[config.mk]
export PLATFORM = sky130hd
export DESIGN_NAME = change_dispenser_flat
export DESIGN_NICKNAME = d
export VERILOG_FILES = /design/src/rtl/dispenser_pkg.sv /design/src/rtl/change_dispenser_if.sv /design/src/rtl/coin_inventory.sv /design/src/rtl/change_dispenser.sv /design/src/flat_wrapper.sv
export SDC_FILE = /design/constraint.sdc
export NUM_CORES = 1
export LEC_CHECK = 0
export ABC_AREA = 1
export CAP_MARGIN = 25
export CORE_UTILIZATION = 36
export DETAILED_ROUTE_END_ITERATION = 10
export PLACE_DENSITY_LB_ADDON = 0.05
export SYNTH_ARGS = -nofsm -noshare
export SYNTH_HDL_FRONTEND = slang
export SYNTH_SLANG_ARGS = --single-unit
[constraint.sdc]
create_clock -name clock -period 2.7 [get_ports clock]
set_clock_uncertainty 0.15 [all_clocks]
set_input_delay 0.405 -clock clock [delete_from_list [all_inputs] [get_ports clock]]
set_output_delay 0.405 -clock clock [all_outputs]
set_load 0.005 [all_outputs]
[src/rtl/dispenser_pkg.sv]
// Shared types and constants for the change dispenser.
//   disp_state_e : payout FSM states
//   coin_e       : hopper / coin identifiers (matches refill_coin encoding)
//   VAL_*        : coin values in nickel units
package dispenser_pkg;

  typedef enum logic [2:0] {
    IDLE   = 3'd0,
    SELECT = 3'd1,
    DRIVE  = 3'd2,
    DONE   = 3'd3,
    FAULT  = 3'd4
  } disp_state_e;

  typedef enum logic [1:0] {
    NICKEL  = 2'd0,
    DIME    = 2'd1,
    QUARTER = 2'd2
  } coin_e;

  localparam int VAL_N = 1;
  localparam int VAL_D = 2;
  localparam int VAL_Q = 5;

endpackage

[src/rtl/change_dispenser_if.sv]
// Bus between the vending controller (master) and the change dispenser (slave).
//   req_valid/req_amount/req_ready : change request handshake
//   hop_quarter/hop_dime/hop_nickel: hopper motor enables
//   coin_drop                      : drop-sensor pulse from the active hopper
//   refill_valid/coin/count        : inventory top-up
//   inv_q/inv_d/inv_n              : hopper inventories
//   done/error/jam/short_amount    : completion report
//   dbg_state                      : current FSM state, for observation only
//
// Handshake: a request transfers on a rising clock edge where req_valid and
// req_ready are both 1. The source holds req_valid and req_amount stable
// until that edge; req_ready never depends combinationally on req_valid.
interface change_dispenser_if
  import dispenser_pkg::*;
#(
  parameter int AMT_W = 5,
  parameter int CNT_W = 8
) ();
  logic             req_valid;
  logic [AMT_W-1:0] req_amount;
  logic             req_ready;
  logic             hop_quarter;
  logic             hop_dime;
  logic             hop_nickel;
  logic             coin_drop;
  logic             refill_valid;
  logic [1:0]       refill_coin;
  logic [CNT_W-1:0] refill_count;
  logic [CNT_W-1:0] inv_q;
  logic [CNT_W-1:0] inv_d;
  logic [CNT_W-1:0] inv_n;
  logic             done;
  logic             error;
  logic             jam;
  logic [AMT_W-1:0] short_amount;
  disp_state_e      dbg_state;

  modport master (
    output req_valid, req_amount, coin_drop, refill_valid, refill_coin, refill_count,
    input  req_ready, hop_quarter, hop_dime, hop_nickel, inv_q, inv_d, inv_n,
           done, error, jam, short_amount, dbg_state
  );

  modport slave (
    input  req_valid, req_amount, coin_drop, refill_valid, refill_coin, refill_count,
    output req_ready, hop_quarter, hop_dime, hop_nickel, inv_q, inv_d, inv_n,
           done, error, jam, short_amount, dbg_state
  );
endinterface

[src/rtl/coin_inventory.sv]
// One hopper's coin count: saturating up (refill) / down (coin paid) counter.
//   clock, reset : clock, async active-low reset (loads INIT)
//   dec          : one coin left this hopper
//   inc_valid    : add inc_count coins
//   count        : current inventory
module coin_inventory #(
  parameter int CNT_W = 8,
  parameter int INIT  = 20
) (
  input  logic             clock,
  input  logic             reset,
  input  logic             dec,
  input  logic             inc_valid,
  input  logic [CNT_W-1:0] inc_count,
  output logic [CNT_W-1:0] count
);
  localparam logic [CNT_W:0] MAX = {1'b0, {CNT_W{1'b1}}};
  localparam logic [CNT_W:0] ONE = {{CNT_W{1'b0}}, 1'b1};

  logic [CNT_W-1:0] count_q, count_d;
  logic [CNT_W:0]   sum;

  // One spare bit holds count + refill before saturation, so a refill and a
  // payout on the same edge net out as count + inc_count - 1.
  always_comb begin
    sum = {1'b0, count_q} + (inc_valid ? {1'b0, inc_count} : '0);
    if (dec && (sum != '0)) sum = sum - ONE;
    count_d = (sum > MAX) ? {CNT_W{1'b1}} : sum[CNT_W-1:0];
  end

  always_ff @(posedge clock or negedge reset) begin
    if (!reset) count_q <= CNT_W'(INIT);
    else        count_q <= count_d;
  end

  assign count = count_q;
endmodule

[src/rtl/change_dispenser.sv]
// Coin-payout back end: accepts a change request in nickel units and pays it
// greedily (quarter, dime, nickel), one coin per drop-sensor confirmation.
//   clock, reset : clock, async active-low reset
//   bus          : change_dispenser_if slave (request, motors, drop sensor,
//                  refill, inventories, done/error report, debug state)
module change_dispenser
  import dispenser_pkg::*;
#(
  parameter int AMT_W   = 5,
  parameter int CNT_W   = 8,
  parameter int TIMEOUT = 16,
  parameter int INIT_Q  = 20,
  parameter int INIT_D  = 20,
  parameter int INIT_N  = 20
) (
  input logic                clock,
  input logic                reset,
  change_dispenser_if.slave  bus
);
  localparam int TMR_W = $clog2(TIMEOUT + 1);
  localparam logic [TMR_W-1:0] TMR_LAST = TMR_W'(TIMEOUT - 1);
  localparam logic [TMR_W-1:0] TMR_ONE  = TMR_W'(1);
  localparam logic [AMT_W-1:0] V_Q = AMT_W'(VAL_Q);
  localparam logic [AMT_W-1:0] V_D = AMT_W'(VAL_D);
  localparam logic [AMT_W-1:0] V_N = AMT_W'(VAL_N);

  disp_state_e      state_q, state_d;
  logic [AMT_W-1:0] remaining_q, remaining_d;
  coin_e            coin_sel_q, coin_sel_d;
  logic [TMR_W-1:0] tmr_q, tmr_d;
  logic             jam_q, jam_d;
  logic [AMT_W-1:0] coin_val;
  logic             drop_ok;

  always_comb begin
    case (coin_sel_q)
      QUARTER: coin_val = V_Q;
      DIME:    coin_val = V_D;
      default: coin_val = V_N;
    endcase
  end

  always_comb begin
    state_d     = state_q;
    remaining_d = remaining_q;
    coin_sel_d  = coin_sel_q;
    tmr_d       = tmr_q;
    jam_d       = jam_q;
    drop_ok     = 1'b0;
    case (state_q)
      IDLE: begin
        if (bus.req_valid) begin
          remaining_d = bus.req_amount;
          state_d     = SELECT;
        end
      end
      SELECT: begin
        tmr_d = '0;
        // Greedy pick; a coin is only chosen when its hopper is non-empty,
        // which is what keeps the inventories from underflowing.
        if (remaining_q == '0) begin
          state_d = DONE;
        end else if (remaining_q >= V_Q && bus.inv_q != '0) begin
          coin_sel_d = QUARTER;
          state_d    = DRIVE;
        end else if (remaining_q >= V_D && bus.inv_d != '0) begin
          coin_sel_d = DIME;
          state_d    = DRIVE;
        end else if (bus.inv_n != '0) begin
          coin_sel_d = NICKEL;
          state_d    = DRIVE;
        end else begin
          jam_d   = 1'b0;
          state_d = FAULT;
        end
      end
      DRIVE: begin
        if (bus.coin_drop) begin
          drop_ok     = 1'b1;
          remaining_d = remaining_q - coin_val;
          state_d     = SELECT;
        end else if (tmr_q == TMR_LAST) begin
          jam_d   = 1'b1;
          state_d = FAULT;
        end else begin
          tmr_d = tmr_q + TMR_ONE;
        end
      end
      DONE:    state_d = IDLE;
      FAULT:   state_d = IDLE;
      default: state_d = IDLE;
    endcase
  end

  always_ff @(posedge clock or negedge reset) begin
    if (!reset) begin
      state_q     <= IDLE;
      remaining_q <= '0;
      coin_sel_q  <= NICKEL;
      tmr_q       <= '0;
      jam_q       <= 1'b0;
    end else begin
      state_q     <= state_d;
      remaining_q <= remaining_d;
      coin_sel_q  <= coin_sel_d;
      tmr_q       <= tmr_d;
      jam_q       <= jam_d;
    end
  end

  // Moore outputs: motors decode straight from the state flops, so an
  // asynchronous reset stops them without waiting for a clock edge.
  assign bus.req_ready    = (state_q == IDLE);
  assign bus.hop_quarter  = (state_q == DRIVE) && (coin_sel_q == QUARTER);
  assign bus.hop_dime     = (state_q == DRIVE) && (coin_sel_q == DIME);
  assign bus.hop_nickel   = (state_q == DRIVE) && (coin_sel_q == NICKEL);
  assign bus.done         = (state_q == DONE);
  assign bus.error        = (state_q == FAULT);
  assign bus.jam          = (state_q == FAULT) && jam_q;
  assign bus.short_amount = (state_q == FAULT) ? remaining_q : '0;
  assign bus.dbg_state    = state_q;

  coin_inventory #(.CNT_W(CNT_W), .INIT(INIT_Q)) u_inv_q (
    .clock     (clock),
    .reset     (reset),
    .dec       (drop_ok && (coin_sel_q == QUARTER)),
    .inc_valid (bus.refill_valid && (bus.refill_coin == QUARTER)),
    .inc_count (bus.refill_count),
    .count     (bus.inv_q)
  );

  coin_inventory #(.CNT_W(CNT_W), .INIT(INIT_D)) u_inv_d (
    .clock     (clock),
    .reset     (reset),
    .dec       (drop_ok && (coin_sel_q == DIME)),
    .inc_valid (bus.refill_valid && (bus.refill_coin == DIME)),
    .inc_count (bus.refill_count),
    .count     (bus.inv_d)
  );

  coin_inventory #(.CNT_W(CNT_W), .INIT(INIT_N)) u_inv_n (
    .clock     (clock),
    .reset     (reset),
    .dec       (drop_ok && (coin_sel_q == NICKEL)),
    .inc_valid (bus.refill_valid && (bus.refill_coin == NICKEL)),
    .inc_count (bus.refill_count),
    .count     (bus.inv_n)
  );
endmodule

[src/flat_wrapper.sv]
// flat-port wrapper written by rule: the top's interface ports become plain ports
module change_dispenser_flat import dispenser_pkg::*;
#(
  parameter int AMT_W   = 5,
  parameter int CNT_W   = 8,
  parameter int TIMEOUT = 16,
  parameter int INIT_Q  = 20,
  parameter int INIT_D  = 20,
  parameter int INIT_N  = 20
)
  (clock, reset, bus_req_valid, bus_req_amount, bus_coin_drop, bus_refill_valid, bus_refill_coin, bus_refill_count, bus_req_ready, bus_hop_quarter, bus_hop_dime, bus_hop_nickel, bus_inv_q, bus_inv_d, bus_inv_n, bus_done, bus_error, bus_jam, bus_short_amount, bus_dbg_state);
  change_dispenser_if #(.AMT_W(AMT_W), .CNT_W(CNT_W)) bus_i ();
  input logic clock;
  input logic reset;
  input wire logic [$bits(bus_i.req_valid)-1:0] bus_req_valid;
  input wire logic [$bits(bus_i.req_amount)-1:0] bus_req_amount;
  input wire logic [$bits(bus_i.coin_drop)-1:0] bus_coin_drop;
  input wire logic [$bits(bus_i.refill_valid)-1:0] bus_refill_valid;
  input wire logic [$bits(bus_i.refill_coin)-1:0] bus_refill_coin;
  input wire logic [$bits(bus_i.refill_count)-1:0] bus_refill_count;
  output wire logic [$bits(bus_i.req_ready)-1:0] bus_req_ready;
  output wire logic [$bits(bus_i.hop_quarter)-1:0] bus_hop_quarter;
  output wire logic [$bits(bus_i.hop_dime)-1:0] bus_hop_dime;
  output wire logic [$bits(bus_i.hop_nickel)-1:0] bus_hop_nickel;
  output wire logic [$bits(bus_i.inv_q)-1:0] bus_inv_q;
  output wire logic [$bits(bus_i.inv_d)-1:0] bus_inv_d;
  output wire logic [$bits(bus_i.inv_n)-1:0] bus_inv_n;
  output wire logic [$bits(bus_i.done)-1:0] bus_done;
  output wire logic [$bits(bus_i.error)-1:0] bus_error;
  output wire logic [$bits(bus_i.jam)-1:0] bus_jam;
  output wire logic [$bits(bus_i.short_amount)-1:0] bus_short_amount;
  output wire logic [$bits(bus_i.dbg_state)-1:0] bus_dbg_state;
  assign bus_i.req_valid = bus_req_valid;
  assign bus_i.req_amount = bus_req_amount;
  assign bus_i.coin_drop = bus_coin_drop;
  assign bus_i.refill_valid = bus_refill_valid;
  assign bus_i.refill_coin = bus_refill_coin;
  assign bus_i.refill_count = bus_refill_count;
  assign bus_req_ready = bus_i.req_ready;
  assign bus_hop_quarter = bus_i.hop_quarter;
  assign bus_hop_dime = bus_i.hop_dime;
  assign bus_hop_nickel = bus_i.hop_nickel;
  assign bus_inv_q = bus_i.inv_q;
  assign bus_inv_d = bus_i.inv_d;
  assign bus_inv_n = bus_i.inv_n;
  assign bus_done = bus_i.done;
  assign bus_error = bus_i.error;
  assign bus_jam = bus_i.jam;
  assign bus_short_amount = bus_i.short_amount;
  assign bus_dbg_state = bus_i.dbg_state;
  change_dispenser #(.AMT_W(AMT_W), .CNT_W(CNT_W), .TIMEOUT(TIMEOUT), .INIT_Q(INIT_Q), .INIT_D(INIT_D), .INIT_N(INIT_N)) u_core (.clock(clock), .reset(reset), .bus(bus_i));
endmodule
; After elaboration in Yosys (flattened, before gate mapping)
; Cells that the tools add are included.
; Widths: inputs -> output; s select.
[op_classes]
reduce_logical = 33
n_eq_ne = 19
addsub = 8
magnitude_cmp = 5
n_mux = 37
bitwise = 1
[op_table]
columns = operator, n
row1 = $mux 8, 6
row2 = $add 8x9->9, 3
row3 = $gt 9x8->1 const B, 3
row4 = $mux 9, 3
row5 = $reduce_bool 9->1, 3
row6 = $sub 9x1->9 const B, 3
row7 = $mux 5, 5
row8 = $reduce_bool 8->1, 3
row9 = $mux 3, 7
row10 = $pmux 5 s2, 2
row11 = $ne 2x2->1 const B, 8
row12 = $logic_and 1x1->1, 15
row13 = $pmux 3 s3, 1
row14 = $reduce_and 3->1, 3
row15 = $mux 1, 8
row16 = $reduce_and 7->1, 1
row17 = $eq 3x2->1 const B, 2
row18 = $mux 2, 3
row19 = $pmux 3 s2, 1
row20 = $add 5x1->5 const B, 1
row21 = $eq 5x4->1 const B, 1
row22 = $ge 5x2->1 const B, 1
row23 = $ge 5x3->1 const B, 1
row24 = $logic_not 5->1, 1
row25 = other kinds (14), 18
[totals]
wordCells = 111
reg_bits = 40

; Logic depth before layout (Yosys ltp)
; Gate-level depths: netlist of the first run.
[logic_depth]
word_depth = 9
depth_mapped = 19
mapped_depth_nobuf = 19

; By module
; A second synthesis of the first run with hierarchy kept.
[hier_totals]
hier_cells = 727
area_unflattened_um2 = 4505.6
[by_module_without_submodules]
columns = mod, cells_each, n_inst, area_each_um2, seq_area_each_um2
row1 = coin_inventory, 179, 3, 1086.0, 202.7
row2 = change_dispenser, 190, 1, 1247.4, 400.4

; Worst setup path after synthesis of the first run
; OpenSTA, ideal clock, no wires.
[synth_timing]
path_kind = input -> register
start = in bus_refill_coin[1]
end = reg u_core.u_inv_n.count_q[0], in the netlist u_core.u_inv_n.count[0]
path_buffers = 0
cell_stages = 17
arrival_time_ns = 2.374
slack_ns = 0.057
path_cell_list = inv_1 > nand3_1 > nor2_1 > ha_1 > fa_1 > nand2_1 > nand3_2 > nand2_1 > nand2_1 > nand2_1 > inv_1 > nor2_4 > nand3_1 > nand2_4 > nand2_1 > nand2_4 > nand2_1
[synth_via]
elab_chain_cells = 9
elab_cells_between_ends = 10
[synth_lines]
columns = item, line
row1 = start: declaration, flat_wrapper.sv:19  ; input wire logic [$bits(bus_i.refill_coin)-1:0] bus_refill_coin;
row2 = $logic_not 2->1 *, change_dispenser.sv:145  ; .inc_valid (bus.refill_valid && (bus.refill_coin == NICKEL)),
row3 = $logic_and 1x1->1 *, change_dispenser.sv:145
row4 = $mux 8 *, coin_inventory.sv:26  ; sum = {1'b0, count_q} + (inc_valid ? {1'b0, inc_count} : '0);
row5 = $add 8x9->9 *, coin_inventory.sv:26
row6 = branches (longest 2 deep; another with $sub 9x1->9), --
row7 = $mux 9 *, coin_inventory.sv:27  ; if (dec && (sum != '0)) sum = sum - ONE;
row8 = $gt 9x8->1, coin_inventory.sv:28  ; count_d = (sum > MAX) ? {CNT_W{1'b1}} : sum[CNT_W-1:0];
row9 = $mux 8 *, coin_inventory.sv:28
row10 = via u_core.u_inv_n.count_d[0], coin_inventory.sv:20  ; logic [CNT_W-1:0] count_q, count_d;
row11 = end signal: assignment, coin_inventory.sv:32  ; if (!reset) count_q <= CNT_W'(INIT);
row12 = end signal: assignment, coin_inventory.sv:33  ; else count_q <= count_d;
row13 = end: declaration, coin_inventory.sv:20
; Mark *: on every way through the listed nets, which the timed path passes.
; A chain may end at the register's enable or synchronous reset.

; Worst setup path in the final report of the first run
[layout_timing]
start = in bus_refill_count[2]
end = reg u_core.u_inv_n.count_q[0], in the netlist u_core.u_inv_n.count[0]
[layout_via]
elab_chain_cells = 7
elab_cells_between_ends = 8
[layout_lines]
columns = item, line
row1 = start: declaration, flat_wrapper.sv:20  ; input wire logic [$bits(bus_i.refill_count)-1:0] bus_refill_count;
row2 = $mux 8 *, coin_inventory.sv:26
row3 = $add 8x9->9 *, coin_inventory.sv:26
row4 = branches (longest 2 deep; another with $sub 9x1->9), --
row5 = $mux 9 *, coin_inventory.sv:27
row6 = $gt 9x8->1, coin_inventory.sv:28
row7 = $mux 8 *, coin_inventory.sv:28
row8 = via u_core.u_inv_n.count_d[0], coin_inventory.sv:20
; Marked as above.

==> reports/qor.yml, run 1 <==
status: "completed"
grt_pass1_wl_um: 20200
post-route-period-util: 0.955
cts_made_buffers: 5
grt.overflow.total: 0
ir_drop_mv: 0.378
setup_viol: 0
crit_chain: "clkdlybuf4s50_1 -> inv_1 -> nor2_1 -> ha_1 -> buf_6 -> nand2_2 -> nand3_2 -> nand3_2 -> nand2_1 -> nand2_1 -> nand2_2 -> nor2_4 -> nand3_4 -> nand2_8 -> inv_6 -> nand2_4 -> nand2_8 -> nand2_2"
wire_per_inst_um: 13.5
core_sq_um: 11400
hold_viol: 0
synth_area_leaders: "dfrtp_1 (20%), nand2_1 (20%), ha_1 (10%)"
cts_root_buf: "clkbuf_16"
avgSynthCellArea_sq_um: 6.42
drt_pre_antenna_iters: 4
syn_to_final_growth_pct: 49.9
track_usage: 0.217
io_pins: 59
first_iter_violations: 148
start_kind: "input port"
yosysUniqueCellTypes: 39
hold_class: "input port to asynchronous set/reset pin"
async_reset_ff_frac: 1.00
clk_latency_ps: 300
io_buffers: 58
ff2ff_setup_slack_ps: 250
syn-cell-area_sq_um: 4200
synth_top_area_frac: 0.203
worst_slew_pin_slew_ps: 454
slowest_stage: "clkdlybuf4s50_1"
synth-seq-area-share: 0.240
end_kind: "flip-flop"
synth-main-ff-cell: "dfrtp_1"
postRouteAntennaNets: 0
cp_data_required_time_ps: 2780
dp_cells: 927
diodes: 0
crit_top_cell: "nand2_2"
power_leakage_nw: 3.18
synth_edf_count: 0
grt_antenna_before_repair: 0
path_class: "input port to flip-flop"
syn-num-nets: 712
fmax_mhz: 388
fp.dieH_um: 110
slew_headroom: 0.695
crit_fanout: 9
cts_tree: "done"
gp_congestion: 0.839
initial_core_util: 0.369
finalSetupTns_ps: 0
critical_path_buf_inv_count: 4
slew_violations: 0
grt_pass1_vias: 4340
wl_um: 12800
powerDensity_nw_per_um2: 974
hpwl_um: 9840
fillers: 1124
ys_ff_latch: 40
post-route-min-period_ps: 2580
arrival_ps: 2660
fin_area_sq_um: 6290
max_cap_violations: 0
yosysTopAreaCell: "dfrtp_1"
yosys_warnings: 0
cts-htree-levels: 2
place_area_sq_um: 5510
syn_inst: 653
clock_tree.buffer_depth: 2
die_w_um: 110
final_net_count: 864
num_vias: 4610
cts_num_sinks: 40
slowest_delay_ps: 400
layout-drive-gt1-share: 0.294
grt_start_max_net_pins: 41
crit_family: "simple AND/OR/NAND/NOR gates"
avgViaCountPerCell: 4.86
finalNonFillerCells: 949
post-route-drc-count: 0
rows: 39
die_area_sq_um: 12100
clk_pin_slew_ps: 70
-- repair_timing --
item                                    4_1_cts  5_1_grt
pin swaps                                     7       42
cloned                                        2        1
hold buffers                                  0        1
endpoints found under the hold margin         0       34
buffers inserted                              3        6
gates resized for setup                      20      112
endpoints found under the setup margin       24       24
-- cell usage after synthesis, types with 2 or more instances --
cell type	instances
xnor2_1	6
nand2_1	221
nor2_1	77
o21ai_1	2
nand2_4	10
nand3_1	56
xor2_1	8
o21ai_0	14
o21bai_1	3
a21oi_1	14
inv_2	3
dfstp_2	6
nor2_2	5
o211ai_1	3
o21a_1	3
nor3_1	8
inv_1	93
fa_1	4
nand4_1	10
nor2_4	5
ha_1	35
dfrtp_1	34
nand3_2	7
nand2_2	11
-- metal layers --
metal / up-vias / GRT usage / share of wire / routed length, um
met4: 0 / 0.0505 / 0.0092 / 118
met2: 92 / 0.385 / 0.50 / 6370
met1: 2150 / 0.275 / 0.46 / 5920
met3: 8 / 0.0338 / 0.029 / 367
met5: - / 0 / 0 / 0
li1: 2360 / - / - / -
-- state kept, by name (all words and copies together), names as in the netlist --
signal	count
u_core.bus.dbg_state	3
u_core.jam_q	1
u_core.coin_sel_q	2
u_core.u_inv_d.count	8
u_core.remaining_q	5
u_core.u_inv_n.count	8
u_core.tmr_q	5
u_core.u_inv_q.count	8
-- power breakdown --
group | total (mW) | leakage (nW) | switching, mW | internal, mW
logic | 4.22 | 2.64 | 2.22 | 2.00
registers | 1.18 | 0.458 | 0.295 | 0.886
clock network | 0.729 | 0.0840 | 0.289 | 0.440
total | 6.13 | 3.18 | 2.80 | 3.32
-- final cells by class --
class | count | area (sq um) | share of cell area
clock buffer | 5 | 125 | 0.0199
multi-input combinational | 516 | 3300 | 0.525
sequential | 40 | 1010 | 0.160
clock inverter | 3 | 47.5 | 0.00756
tap | 143 | 179 | 0.0285
timing repair buffer | 143 | 1250 | 0.198
inverter | 99 | 382 | 0.0607
-- cells by family after synthesis --
kind of cell / count (synthesis) / share of synthesized area
AOI/OAI and AO/OA: 43 / 0.0597
xor gates and xnor gates: 15 / 0.0331
adders and majority gates: 39 / 0.123
buffers and inverters: 100 / 0.0916
DFF: 40 / 0.240
muxes: 1 / 0.00239
and+or+nand+nor: 415 / 0.449
-- cell usage in the layout (no fill, tap or decap), drive strengths merged --
cell type and n:
nand2 245, inv 98, nor2 87, buf 85, nand3 63, clkdlybuf4s50 53
ha 35, dfrtp 34, o21ai 16, a21oi 14, nand4 10, nor3 9
xor2 9, clkbuf 8, dfstp 6, xnor2 6, fa 4, o21a 3
o211ai 3, o21bai 3, clkinv 3, or2 2, o22ai 1, nand3b 1
a31oi 1, mux2i 1, o221ai 1, a21boi 1, and3 1, bufinv 1
dlygate4sd3 1, dlymetal6s2s 1
-- final timing paths --
kind | cells past startpoint | endpoint | startpoint
worst max-delay path | 18 | u_core.u_inv_n.count[0] | bus_refill_count[2]
worst min-delay path | 2 | u_core.u_inv_n.count[7] | reset
worst max register to register | 15 | u_core.u_inv_n.count[0] | u_core.u_inv_n.count[0]
worst min register to register | 2 | u_core.jam_q | u_core.jam_q
max in group asynchronous | 3 | u_core.u_inv_d.count[4] | reset
min in group clock | 2 | u_core.jam_q | u_core.jam_q
-- metrics by stage --
stage	setup slack [ps]	utilization	hold slack [ps]	total power, mW
6_report	122	0.553	285	6.13
5_1_grt	-12.5	0.553	293	6.70
4_1_cts	4.80	0.508	168	5.72
3_5_place_dp	-628	0.485	338	4.93
3_3_place_gp	-625	0.485	328	4.88
2_1_floorplan	57.0	-	-40.6	3.25
Power figures use the tool's default switching activity.
==> run 2, diff against run 1 <==
Settings changed: DONT_BUFFER_PORTS set to 1.
==> run 2 against run 1 <==
Fmax is 3.0% higher; via count down 11%; non-clock buffer count decreased by 88; largest cell class unchanged; highest routed layer unchanged.
==> reports/qor.yml, run 2 (synthesis results as in run 1) <==
cts_tree: "done"
endpoint: "u_core.u_inv_n.count[6]"
hold_class: "input port to flip-flop"
place_area_sq_um: 4780  # -13%
grt_start_max_net_pins: 41  # unchanged
rsz0062_at_grt: "false"
slew_violations: 0  # unchanged
multi_input_area_sq_um: 2820  # -14%
postRouteAntennaNets: 0  # unchanged
worst_slew_pin_slew_ps: 442  # -11.4 ps
power_leakage_nw: 2.76  # -13%
hold_viol: 0  # unchanged
gp_congestion: 0.829  # -1.2%
cp_data_required_time_ps: 2730  # -50 ps
clk_latency_ps: 290  # about the same
die_area_sq_um: 12100  # unchanged
start_kind: "input port"
fp.dieH_um: 110  # unchanged
hold_slack_ps: 124  # -160 ps
critical_path_buf_inv_count: 2  # -2
fillers: 1241  # +10%
clock_tree.buffer_depth: 2  # unchanged
max_cap_violations: 0  # unchanged
cts_num_sinks: 40  # unchanged
track_usage: 0.204  # -0.0135
cts_root_buf: "clkbuf_16"
end_kind: "flip-flop"
status: "completed"
final_net_count: 773  # -11%
first_iter_violations: 196  # +32%
layout-drive-gt1-share: 0.172  # -0.122
arrival_ps: 2540  # -120 ps
initial_core_util: 0.369  # unchanged
wire_per_inst_um: 13.4  # -0.70%
io_buffers: 0  # -100%
slew_headroom: 0.703  # +0.00763
post-route-period-util: 0.927  # -0.0274
fmax_mhz: 399  # +3.0%
ir_drop_mv: 0.394  # +4.2%
post-route-drc-count: 0  # unchanged
final_common_cell: "nand2_1"
ff2ff_setup_slack_ps: 220  # -30 ps
grt_pass1_wl_um: 18900  # -6.4%
powerDensity_nw_per_um2: 996  # +2.3%
clk_pin_slew_ps: 70  # about the same
grt.overflow.total: 0  # unchanged
path_class: "input port to flip-flop"
worst-path-stages: 14  # -4
avgViaCountPerCell: 4.81  # -1.0%
wl_um: 11500  # -10%
regArea_sq_um: 1010  # unchanged
setup_viol: 0  # unchanged
grt_pass1_vias: 3886  # -10%
num_vias: 4125  # -11%
finalSetupTns_ps: 0  # unchanged
crit_family: "simple AND/OR/NAND/NOR gates"
fin_area_sq_um: 5010  # -20%
post-route-min-period_ps: 2500  # -74.0 ps
crit_chain: "inv_1 -> nand3_1 -> nor2_1 -> ha_1 -> fa_1 -> inv_1 -> ha_1 -> nand3_1 -> nor2_1 -> nand3_2 -> nand2_4 -> nand2_1 -> nand2_4 -> nand2_1"
grt_antenna_before_repair: 0  # unchanged
syn_to_final_growth_pct: 19.4
cts-htree-levels: 2  # unchanged
crit_fanout: 8  # -1
hpwl_um: 9340  # -5.1%
io_pins: 59  # unchanged
cts_made_buffers: 5  # unchanged
reg2regPathDepth: 15  # unchanged
core_sq_um: 11400  # unchanged
r2r-start: "u_core.u_inv_d.count[0]"
reg2reg_to: "u_core.u_inv_d.count[2]"
slowest_delay_ps: 460  # +60 ps
slowest_stage: "fa_1"
crit_start: "bus_refill_coin[1]"
diodes: 0  # unchanged
drt_pre_antenna_iters: 4  # unchanged
die_w_um: 110  # unchanged
final_cell_mix: "nand2_1 (221), inv_1 (93), nor2_1 (73)"
rows: 39  # unchanged
==> run 2: cell count changes in the layout (fill, tap and decap cells not counted), moves of 7 or more <==
cell,change
clkdlybuf4s50_1,-53
nand3_4,-10
nand2_1,+23
ha_1,+9
inv_2,-10
nand2_2,-22
buf_4,-25
nand3_1,+10
nor2_4,-7
inv_1,+10
nor2_1,+12
==> run 2: layout make-up <==
cell class                 count  area share
clock inverter                 3     0.00924
timing repair buffer          55      0.0894
multi-input combinational    513       0.564
clock buffer                   5      0.0250
sequential                    40       0.201
inverter                      99      0.0757
tap                          143      0.0357
==> run 2: power by group <==
part	switching (mW)	leakage, nW	total (mW)	internal, mW
sequential	0.318	0.458	1.20	0.886
clock	0.294	0.0804	0.735	0.441
combinational	1.80	2.22	3.05	1.25
total	2.42	2.76	4.99	2.57
==> run 2: through the flow <==
step | worst slack [ps] | utilization | total power, mW | cells
floorplan | 57.0 | - | 3.25 | 653
global placement | -144 | 0.420 | 4.23 | 848
detailed placement | -149 | 0.420 | 4.26 | 848
CTS | 158 | 0.439 | 5.03 | 858
global route | 3.49 | 0.441 | 5.53 | 858
finish | 196 | 0.441 | 4.99 | 858
==> run 2: how the worst min path moves through the flow <==
stage                            startpoint                      end  cells past startpoint
after floorplan                       reset  u_core.bus.dbg_state[0]                      0
after global placement                reset  u_core.u_inv_n.count[7]                      0
after detailed placement              reset  u_core.u_inv_n.count[7]                      0
after CTS                 bus_req_amount[2]    u_core.remaining_q[2]                      2
after global routing      bus_req_amount[2]    u_core.remaining_q[2]                      2
final                     bus_req_amount[2]    u_core.remaining_q[2]                      2
==> run 2: per-layer routing <==
layer / routed length, um / up-vias / GRT usage
li1: - / 2177 / -
met1: 5700 / 1877 / 0.281
met2: 5150 / 64 / 0.330
met3: 541 / 7 / 0.0397
met4: 82 / 0 / 0.0371
met5: 0 / - / 0
==> run 2: timing repair <==
action,4_1_cts,5_1_grt
hold buffers,2,0
gates resized for setup,0,7
setup buffers,0,0
setup endpoints to repair,0,17
hold endpoints to repair,40,0
==> run 3, diff against run 2 <==
Settings changed: CAP_MARGIN 25 to not set.
Clock period 2.7 ns to 2.3 ns, I/O delays scaled along.
==> run 3 against run 2 <==
Clock-buffer cell count is the same; the flow now finishes with violations (setup timing); sequential share of layout area shrank 3.4 points; global-route usage rose by 1.2 points; critical path depth unchanged; die area is the same; combinational power grew 61%; largest cell class unchanged; final area rose by 20%; non-clock buffer count up 58.
==> reports/qor.yml, run 3 (synthesis results as in run 1) <==
final_common_cell: "nand2_1"
cts_root_buf: "clkbuf_16"
finalNonFillerCells: 921  # +7.3%
first_iter_violations: 155  # -21%
hold_viol: 0  # unchanged
initial_core_util: 0.369  # unchanged
ir_drop_mv: 0.582  # +48%
wire_per_inst_um: 13.5  # +0.68%
hold_class: "input port to flip-flop"
cts_num_sinks: 40  # unchanged
cts_tree: "done"
final_cell_mix: "nand2_1 (180), buf_4 (104), inv_1 (85)"
track_usage: 0.216  # +0.0120
avgViaCountPerCell: 4.81  # +0.14%
cp_data_required_time_ps: 2330  # -400 ps
slew_violations: 0  # unchanged
io_buffers: 0  # unchanged
post-place-ws_ps: -298  # -149 ps
power_leakage_nw: 3.09  # +12%
fin_area_sq_um: 6030  # +20%
post-route-drc-count: 0  # unchanged
hold_slack_ps: 46.9  # -77.6 ps
grt_antenna_before_repair: 0  # unchanged
end_kind: "flip-flop"
rsz0062_at_grt: "true"
hpwl_um: 9740  # +4.3%
path_class: "flip-flop to flip-flop"
post-route-min-period_ps: 2350
fmax_mhz: 426
grt_pass1_vias: 4243  # +9.2%
final_net_count: 836  # +8.2%
grt_start_max_net_pins: 41  # unchanged
layout-drive-gt1-share: 0.344  # +0.172
layout_setup_ws_ps: -50.0  # -246 ps
clock_tree.buffer_depth: 2  # unchanged
fp.dieH_um: 110  # unchanged
die_area_sq_um: 12100  # unchanged
clk_pin_slew_ps: 70  # about the same
crit_fanout: 8  # unchanged
syn_to_final_growth_pct: 43.7
setup_viol: 23  # +23
cts_made_buffers: 5  # unchanged
start_kind: "flip-flop"
postRouteAntennaNets: 0  # unchanged
dp_cells: 892  # +5.2%
io_pins: 59  # unchanged
arrival_ps: 2380  # -160 ps
cts-htree-levels: 2  # unchanged
gp_congestion: 0.810  # -2.4%
diodes: 0  # unchanged
grt_pass1_wl_um: 20000  # +6.2%
clk_latency_ps: 300  # about the same
powerDensity_nw_per_um2: 1180  # +18%
die_w_um: 110  # unchanged
num_vias: 4434  # +7.5%
failed_checks: "setup timing"
grt.overflow.total: 0  # unchanged
ff2ff_setup_slack_ps: -50  # -270 ps
core_sq_um: 11400  # unchanged
wl_um: 12400  # +8.1%
place_area_sq_um: 5260  # +10%
status: "finished with violations"
slew_headroom: 0.684  # -0.0188
drt_pre_antenna_iters: 6  # +2
worst_slew_pin_slew_ps: 472  # +29.8 ps
post-route-period-util: 1.02
rows: 39  # unchanged
max_cap_violations: 0  # unchanged
## run 3: worst max-delay path, stage by stage, from the launching register on
cell and delay [ps]:
dfrtp_1 400, ha_2 210, fa_2 380, nand2_2 100, nand3_4 100, nand3_2 90, nand2_2 80, inv_4 90
nand3_4 80, nor2_4 150, nand2_4 90, nand2_4 100, nand2_4 70, nand2_8 80, nand2_1 60
## run 3: layout make-up
type	count	area [sq um]
Fill cell	1156	5340
Timing Repair inverter	2	10.0
Timing Repair Buffer	113	906
Sequential cell	40	1010
Inverter	99	417
Tap cell	143	179
Multi-Input combinational cell	516	3330
Clock buffer	5	125
Clock inverter	3	47.5
## run 3: through the flow
step                      utilization  TNS (ps)  power [mW]
after floorplan                     -     -1030        3.91
after global placement          0.462     -5400        5.56
after detailed placement        0.462     -5880        5.61
after CTS                       0.503      -470        6.77
after global routing            0.530     -3620        7.80
final                           0.530      -581        7.10
## run 3: path summary, 6_finish.rpt
| path | from | to | depth (start not counted) |
|---|---|---|---|
| worst max-delay path | u_core.u_inv_q.count[0] | u_core.u_inv_q.count[7] | 14 |
| worst min-delay path | bus_req_amount[2] | u_core.remaining_q[2] | 2 |
| worst max register to register | u_core.u_inv_q.count[0] | u_core.u_inv_q.count[7] | 14 |
| worst min register to register | u_core.jam_q | u_core.jam_q | 2 |
| max in group asynchronous | reset | u_core.u_inv_q.count[2] | 2 |
| min in group asynchronous | reset | u_core.u_inv_n.count[5] | 2 |
## run 3: repair_timing
action / CTS / global route
buffers inserted: 11 / 3
hold buffers: 2 / 0
resized for setup: 38 / 64
hold endpoints to repair: 40 / 0
pin swaps: 18 / 26
setup endpoints to repair: 24 / 26
cloned: 5 / 0
## run 3: power breakdown
group          internal [mW]  switching (mW)  leakage [nW]
logic                   2.25            2.67          2.55
registers               1.04           0.296         0.458
clock network          0.517           0.330        0.0840
total                   3.80            3.30          3.09
## run 3: layer usage
layer | track usage | up-vias | wire [um]
li1 | - | 2316 | -
met1 | 0.274 | 2039 | 5630
met2 | 0.378 | 65 | 6100
met3 | 0.0373 | 14 | 491
met4 | 0.0524 | 0 | 165
met5 | 0 | - | 0
